==> config.mk <==
export PLATFORM = sky130hd
export DESIGN_NAME = nascom_video_timing
export DESIGN_NICKNAME = d
export VERILOG_FILES = /design/src/rtl/nascom_video_timing_pkg.sv /design/src/rtl/nascom_video_timing_delay8.sv /design/src/rtl/nascom_video_timing.sv
export SDC_FILE = /design/constraint.sdc
export NUM_CORES = 1
export LEC_CHECK = 0
export ABC_AREA = 1
export ABC_CLOCK_PERIOD_IN_PS = 2000
export CAP_MARGIN = 20
export CORE_MARGIN = 10
export CORE_UTILIZATION = 35
export CTS_CLUSTER_SIZE = 10
export DETAILED_ROUTE_END_ITERATION = 6
export PLACE_DENSITY = 0.49
export SETUP_SLACK_MARGIN = 0.1
export SLEW_MARGIN = 20
export SYNTH_ARGS = -nofsm -noshare
export SYNTH_HDL_FRONTEND = slang
export SYNTH_SLANG_ARGS = --single-unit
==> constraint.sdc <==
create_clock -name clk -period 2 [get_ports clk]
set_input_delay 0.4 -clock clk [delete_from_list [all_inputs] [get_ports clk]]
set_output_delay 0.4 -clock clk [all_outputs]
set_load 0.005 [all_outputs]
==> src/rtl/nascom_video_timing_pkg.sv <==
// Shared timing constants for the NASCOM character display path.
// The RAM arbiter uses the same constants and the same vid_addr field split.
//   vid_addr = {mem_row[3:0] (bits MEM_ROW_MSB..COL_MSB+1), col[5:0] (bits COL_MSB..0)}
package nascom_video_timing_pkg;

  // Horizontal timing, in character periods of 8 pixel clocks.
  localparam int H_TOTAL     = 64;
  localparam int H_ACT_START = 10;
  localparam int H_ACT       = 48;
  localparam int HSYNC_START = 60;
  localparam int HSYNC_WIDTH = 4;

  // Vertical timing, in lines.
  localparam int V_TOTAL     = 312;
  localparam int V_ACT_START = 40;
  localparam int ROWS        = 16;
  localparam int ROW_LINES   = 14;
  localparam int VSYNC_START = 280;
  localparam int VSYNC_WIDTH = 4;

  // vid_addr field split.
  localparam int ADDR_W      = 10;
  localparam int MEM_ROW_MSB = 9;
  localparam int COL_MSB     = 5;

  // Control bits that travel through the one-character alignment delay.
  typedef struct packed {
    logic blank_n;
    logic hsync_n;
    logic vsync_n;
  } video_ctl_t;

  // Inactive levels: blanked, no sync.
  localparam video_ctl_t CTL_IDLE = '{blank_n: 1'b0, hsync_n: 1'b1, vsync_n: 1'b1};

  // The top text row on screen is held in the last 64-byte memory row, so
  // displayed row r lives in memory row r-1; row 0 wraps to 15 in 4 bits.
  function automatic logic [3:0] mem_row_of(input logic [3:0] row);
    return row - 4'd1;
  endfunction

endpackage

==> src/rtl/nascom_video_timing_delay8.sv <==
// video_delay8: generic 8-stage shift delay with an asynchronous reset value.
// Ports:
//   clk   in  pixel clock
//   rst_n in  asynchronous active-low reset; every stage loads RST_VAL
//   d_i   in  W-bit input
//   q_o   out W-bit input delayed by 8 clocks
module video_delay8 #(
  parameter int           W       = 1,
  parameter logic [W-1:0] RST_VAL = '0
) (
  input  logic         clk,
  input  logic         rst_n,
  input  logic [W-1:0] d_i,
  output logic [W-1:0] q_o
);

  logic [W-1:0] stage_q [8];

  always_ff @(posedge clk or negedge rst_n) begin
    if (!rst_n) begin
      for (int i = 0; i < 8; i++) stage_q[i] <= RST_VAL;
    end else begin
      stage_q[0] <= d_i;
      for (int i = 1; i < 8; i++) stage_q[i] <= stage_q[i-1];
    end
  end

  assign q_o = stage_q[7];

endmodule

==> src/rtl/nascom_video_timing.sv <==
// nascom_video_timing: character-mode video timing generator.
// Counts the pixel clock into pixel/char/line counters, derives the video RAM
// address, character-ROM scan line, shift-register load strobe, blanking and
// sync. All outputs are registered.
// Ports:
//   clk           in   pixel clock, rising edge
//   rst_n         in   asynchronous active-low reset
//   vid_addr_o    out  video RAM address {mem_row[3:0], col[5:0]}, 0 outside active area
//   scan_o        out  character-ROM scan line within the text row
//   load_o        out  one-clock strobe: shift register loads ROM data
//   blank_n_o     out  high while visible pixels shift out
//   hsync_n_o     out  active-low horizontal sync
//   vsync_n_o     out  active-low vertical sync
//   frame_start_o out  one-clock pulse at the start of line 0
module nascom_video_timing
  import nascom_video_timing_pkg::*;
#(
  parameter int P_H_TOTAL     = H_TOTAL,
  parameter int P_H_ACT_START = H_ACT_START,
  parameter int P_H_ACT       = H_ACT,
  parameter int P_HSYNC_START = HSYNC_START,
  parameter int P_HSYNC_WIDTH = HSYNC_WIDTH,
  parameter int V_TOTAL_P     = V_TOTAL,
  parameter int V_ACT_START_P = V_ACT_START,
  parameter int ROWS_P        = ROWS,
  parameter int ROW_LINES_P   = ROW_LINES,
  parameter int VSYNC_START_P = VSYNC_START,
  parameter int VSYNC_WIDTH_P = VSYNC_WIDTH
) (
  input  logic              clk,
  input  logic              rst_n,
  output logic [ADDR_W-1:0] vid_addr_o,
  output logic [3:0]        scan_o,
  output logic              load_o,
  output logic              blank_n_o,
  output logic              hsync_n_o,
  output logic              vsync_n_o,
  output logic              frame_start_o
);

  // Illegal geometry is reported at elaboration and otherwise left as is.
  if (P_H_ACT_START + P_H_ACT > 64 || P_H_TOTAL > 64 || ROWS_P > 16 || ROW_LINES_P > 16 ||
      P_HSYNC_START + P_HSYNC_WIDTH > P_H_TOTAL || VSYNC_START_P + VSYNC_WIDTH_P > V_TOTAL_P ||
      V_ACT_START_P + ROWS_P * ROW_LINES_P > V_TOTAL_P || V_TOTAL_P > 512) begin : g_param_warn
    $warning("nascom_video_timing: illegal timing parameters");
  end

  // Counters.
  logic [2:0] pix_q,  pix_d;
  logic [5:0] chr_q,  chr_d;
  logic [8:0] line_q, line_d;
  logic [3:0] scan_cnt_q, scan_cnt_d;
  logic [3:0] row_q,  row_d;

  int chr_i, line_i, scan_i;
  assign chr_i  = int'(chr_q);
  assign line_i = int'(line_q);
  assign scan_i = int'(scan_cnt_q);

  logic act_line, act_chr, hsync_raw, vsync_raw;
  assign act_line  = (line_i >= V_ACT_START_P) && (line_i < V_ACT_START_P + ROWS_P * ROW_LINES_P);
  assign act_chr   = (chr_i >= P_H_ACT_START) && (chr_i < P_H_ACT_START + P_H_ACT);
  assign hsync_raw = (chr_i >= P_HSYNC_START) && (chr_i < P_HSYNC_START + P_HSYNC_WIDTH);
  assign vsync_raw = (line_i >= VSYNC_START_P) && (line_i < VSYNC_START_P + VSYNC_WIDTH_P);

  always_comb begin
    pix_d      = pix_q + 3'd1;
    chr_d      = chr_q;
    line_d     = line_q;
    scan_cnt_d = scan_cnt_q;
    row_d      = row_q;
    if (pix_q == 3'd7) begin
      if (chr_i == P_H_TOTAL - 1) begin
        chr_d = '0;
        if (line_i == V_TOTAL_P - 1) begin
          line_d     = '0;
          scan_cnt_d = '0;
          row_d      = '0;
        end else begin
          line_d = line_q + 9'd1;
          // Scan/row only step at the end of a displayed line.
          if (act_line) begin
            if (scan_i == ROW_LINES_P - 1) begin
              scan_cnt_d = '0;
              row_d      = row_q + 4'd1;
            end else begin
              scan_cnt_d = scan_cnt_q + 4'd1;
            end
          end
        end
      end else begin
        chr_d = chr_q + 6'd1;
      end
    end
  end

  always_ff @(posedge clk or negedge rst_n) begin
    if (!rst_n) begin
      pix_q      <= '0;
      chr_q      <= '0;
      line_q     <= '0;
      scan_cnt_q <= '0;
      row_q      <= '0;
    end else begin
      pix_q      <= pix_d;
      chr_q      <= chr_d;
      line_q     <= line_d;
      scan_cnt_q <= scan_cnt_d;
      row_q      <= row_d;
    end
  end

  // Output stage: one register from the counters.
  logic [ADDR_W-1:0] vid_addr_d, vid_addr_q;
  logic [3:0]        scan_out_q;
  logic              load_d, load_q, frame_start_d, frame_start_q;
  video_ctl_t        ctl_d, ctl_q, ctl_dly;

  always_comb begin
    vid_addr_d    = '0;
    load_d        = 1'b0;
    frame_start_d = (line_q == 9'd0) && (chr_q == 6'd0) && (pix_q == 3'd0);
    ctl_d         = CTL_IDLE;
    if (act_line && act_chr) begin
      vid_addr_d[MEM_ROW_MSB:COL_MSB+1] = mem_row_of(row_q);
      vid_addr_d[COL_MSB:0]             = chr_q;
      load_d                            = (pix_q == 3'd7);
      ctl_d.blank_n                     = 1'b1;
    end
    ctl_d.hsync_n = ~hsync_raw;
    ctl_d.vsync_n = ~vsync_raw;
  end

  always_ff @(posedge clk or negedge rst_n) begin
    if (!rst_n) begin
      vid_addr_q    <= '0;
      scan_out_q    <= '0;
      load_q        <= 1'b0;
      frame_start_q <= 1'b0;
      ctl_q         <= CTL_IDLE;
    end else begin
      vid_addr_q    <= vid_addr_d;
      scan_out_q    <= scan_cnt_q;
      load_q        <= load_d;
      frame_start_q <= frame_start_d;
      ctl_q         <= ctl_d;
    end
  end

  // Pixels of char N shift out during char N+1, so blank/sync trail the
  // address by one character period.
  video_delay8 #(
    .W       (3),
    .RST_VAL (CTL_IDLE)
  ) u_ctl_delay (
    .clk   (clk),
    .rst_n (rst_n),
    .d_i   (ctl_q),
    .q_o   (ctl_dly)
  );

  assign vid_addr_o    = vid_addr_q;
  assign scan_o        = scan_out_q;
  assign load_o        = load_q;
  assign frame_start_o = frame_start_q;
  assign blank_n_o     = ctl_dly.blank_n;
  assign hsync_n_o     = ctl_dly.hsync_n;
  assign vsync_n_o     = ctl_dly.vsync_n;

endmodule

==> impl_metrics.toml <==
[synthesis]
synth-seq-cells = 69
yosys.area.top_type = "dfrtp_1"
yosysMostFrequentCell = "dfrtp_1"
yosysUniqueCellTypes = 25
ys_warn_count = 0
yosys-top-cells-count = "51 x dfrtp_1, 42 x nand2_1, 37 x nor2_1"
synth.area.top_cells = "dfrtp_1 46%, dfstp_2 17%, nand2_1 5.7%"
yosysTopAreaCellShare_pct = 46.26
ys_seq_area_share_pct = 63.40
synth_nets = 280
synth_flop_cell = "dfrtp_1"
async_flop_share_pct = 100.0
synthCells = 266
netlist_area_um2 = 2759
syn_avg_cell_area_um2 = 10.37
synth-edff-count = 0

[routing]
vias = 1786
route.detailed.drc = 0
final_antenna_net_count = 0
drtIter0Drc = 77
avgRoutedWirePerCell_um = 12.09
postRouteWirelength_mm = 4.907
first_pass_iters = 4
viasPerCell = 4.399

[floorplanning]
io_pins = 21
start_util_pct = 35.89
num_rows = 32
core_area_um2 = 7687
die_y_um = 108.8
die_area_um2 = 11830
die_x_um = 108.8

[finish]
fillCellCount = 759
layout.area.seq_um2 = 1749
final_nets = 313
drive_gt1_share_pct = 17.43
antenna_cells = 0
multi_input_area_um2 = 859.6
synthToLayoutAreaGrowth_pct = 19.41

[sta]
drv_slew = 0
min_period_ns = 1.766
setup_violations = 0
worst_slew_pin_slew_ns = 0.4965
rsz0062_at_grt = "no"
period_share_pct = 88.30
slew_headroom_pct = 66.90
hold_viol = 0
fin_ws_ns = 0.2340
timing.fmax_mhz = 566.2
skew_ns = 0.009203
tns_ns = 0

[critical_path]
cp_max_fo = 1
max_stage_delay_ns = 0.53
path_cells = "clkdlybuf4s50_1"
critical-path-top-delay-family = "flip-flops"
startpoint_type = "flop"
critPathKind = "reg2out"
r2r-start = "pix_q[0]$_DFF_PN0_"
crit_arrival_ns = 1.37
cp-end-kind = "output port"
worst_path_max_delay_cell = "dfstp_2"
cp_num_buf_inv = 1
cp.required_ns = 1.60
cp-startpoint = "u_ctl_delay.q_o[0]$_DFF_PN1_"

[placement]
dpl_worst_slack_ns = 0.3548
portBuffers = 20
gp_congestion = 0.8009
dp_hpwl_mm = 3.636

[power_and_ir_drop]
switching_share_pct = 23.46
design_power_total_w = 0.002422
irDropWorstVdd_mv = 0.4412
power.density_nw_per_um2 = 735.0
power_switching_w = 0.0005680
p_int_w = 0.001854
pwr-share-comb_pct = 1.4
p_leak_nw = 1.597
pwr-share-seq_pct = 57.7
p_clk_share_pct = 40.9

[worst_hold_path]
min-delay-path-class = "in2async"

[status]
status = "finished clean"

[global_route]
grt_max_degree = 29
grt_pass1_vias = 1820
grt_use_total_pct = 9.446
grt_overflow = 0
grt_antenna_before_repair = 0
grt_first_pass_wirelength_mm = 8.687

[clock_network]
cts_tree = "yes"
clockBufferDepth = 2
htree_levels = 3
cts_buffers = 9
clk_latency_ns = 0.34
root_buffer = "clkbuf_8"
path_clk_slew_ns = 0.07
clock-sinks = 69
holdBufCountCts = 0
ctsResizeCount = 0
cts_setup_buffers = 0

[run]
cap_violations = 0
## routing by layer
metal | global-route usage (%) | part of all wire, % | up-vias
met1 | 11.06 | 46 | 845
met2 | 14.83 | 46 | 23
met5 | 0 | 0 | -
met3 | 4.012 | 5.2 | 12
met4 | 4.237 | 2.5 | 0
li1 | - | - | 906
## area by class of cell
class	instances	area share (%)
Tap cell	102	3.874
Inverter	33	3.760
Multi-Input combinational cell	159	26.09
Timing Repair Buffer	27	7.900
Sequential cell	69	53.10
Clock buffer	9	3.760
Clock inverter	7	1.519
## worst paths after layout
kind                                                endpoint  slack (ns)  cells after the start
setup / recovery                                   vsync_n_o        0.23                      1
hold / removal              u_ctl_delay.stage_q[5]$_DFF_PN0_        0.01                      1
setup reg to reg                       line_q[7]$_DFFE_PN0P_        0.35                      8
hold reg to reg            u_ctl_delay.stage_q[20]$_DFF_PN0_        0.35                      0
max in group asynchronous            vid_addr_o[4]$_DFF_PN0_        1.37                      2
min in group clk           u_ctl_delay.stage_q[20]$_DFF_PN0_        0.35                      0
## worst register-to-register path, cell delays in order (launching register included)
cell and delay [ns]:
dfrtp_1 0.35, ha_1 0.15, ha_1 0.15, nand3_1 0.16
nor2_4 0.21, buf_4 0.20, nand3_1 0.09, nor2_1 0.12
xor2_1 0.15
## power by group through the flow
| stage | sequential, W | combinational (W) | clock, W |
|---|---|---|---|
| floorplan | 0.00142 | 0.000000000539 | 0 |
| global placement | 0.00142 | 0.0000359 | 0 |
| detailed placement | 0.00142 | 0.0000366 | 0 |
| CTS | 0.00140 | 0.0000366 | 0.00103 |
| global route | 0.00140 | 0.0000406 | 0.00110 |
| finish | 0.00140 | 0.0000339 | 0.000991 |
## flip-flops by register name, summed over array words and instances (netlist names)
name                 flops
frame_start_o            1
chr_q                    6
u_ctl_delay.stage_q     21
row_q                    4
scan_o                   4
ctl_q                    3
vid_addr_o              10
line_q                   9
load_o                   1
u_ctl_delay.q_o          3
scan_cnt_q               4
pix_q                    3
## kinds of logic (layout without fill, tap and decap cells)
kind of cell	Yosys count	count (layout)	share of synthesized area, %
and+or+nand+nor	124	124	20.23
DFF	69	69	63.40
buffers and inverters	38	76	5.442
AOI/OAI and AO/OA	15	15	2.948
adders and majority gates	12	12	5.442
xor gates and xnor gates	8	8	2.540
## layout by cell type (no fill, tap or decap), types with 2 or more instances in the layout
cell type / n
nor2_4: 2
xor2_1: 6
buf_4: 6
a21oi_1: 4
inv_2: 3
clkbuf_8: 9
clkinv_2: 2
dfstp_2: 18
nor3_1: 4
nand3_1: 25
dfrtp_1: 51
nand4_1: 6
inv_1: 30
xnor2_1: 2
o21ai_0: 9
nand2_2: 4
nor2_1: 37
nand2_1: 42
clkinvlp_4: 3
ha_1: 12
clkdlybuf4s50_1: 19
## per-stage QoR
step,instances,area [um^2],hold slack (ns),utilization [%]
2_1_floorplan,266,2759,0.1044,-
3_3_place_gp,390,3120,0.3321,40.59
3_5_place_dp,390,3120,0.3347,40.59
4_1_cts,406,3294,0.01584,42.85
5_1_grt,406,3294,0.02741,42.85
6_report,406,3294,0.01102,42.85
Power figures use the tool's default switching activity.
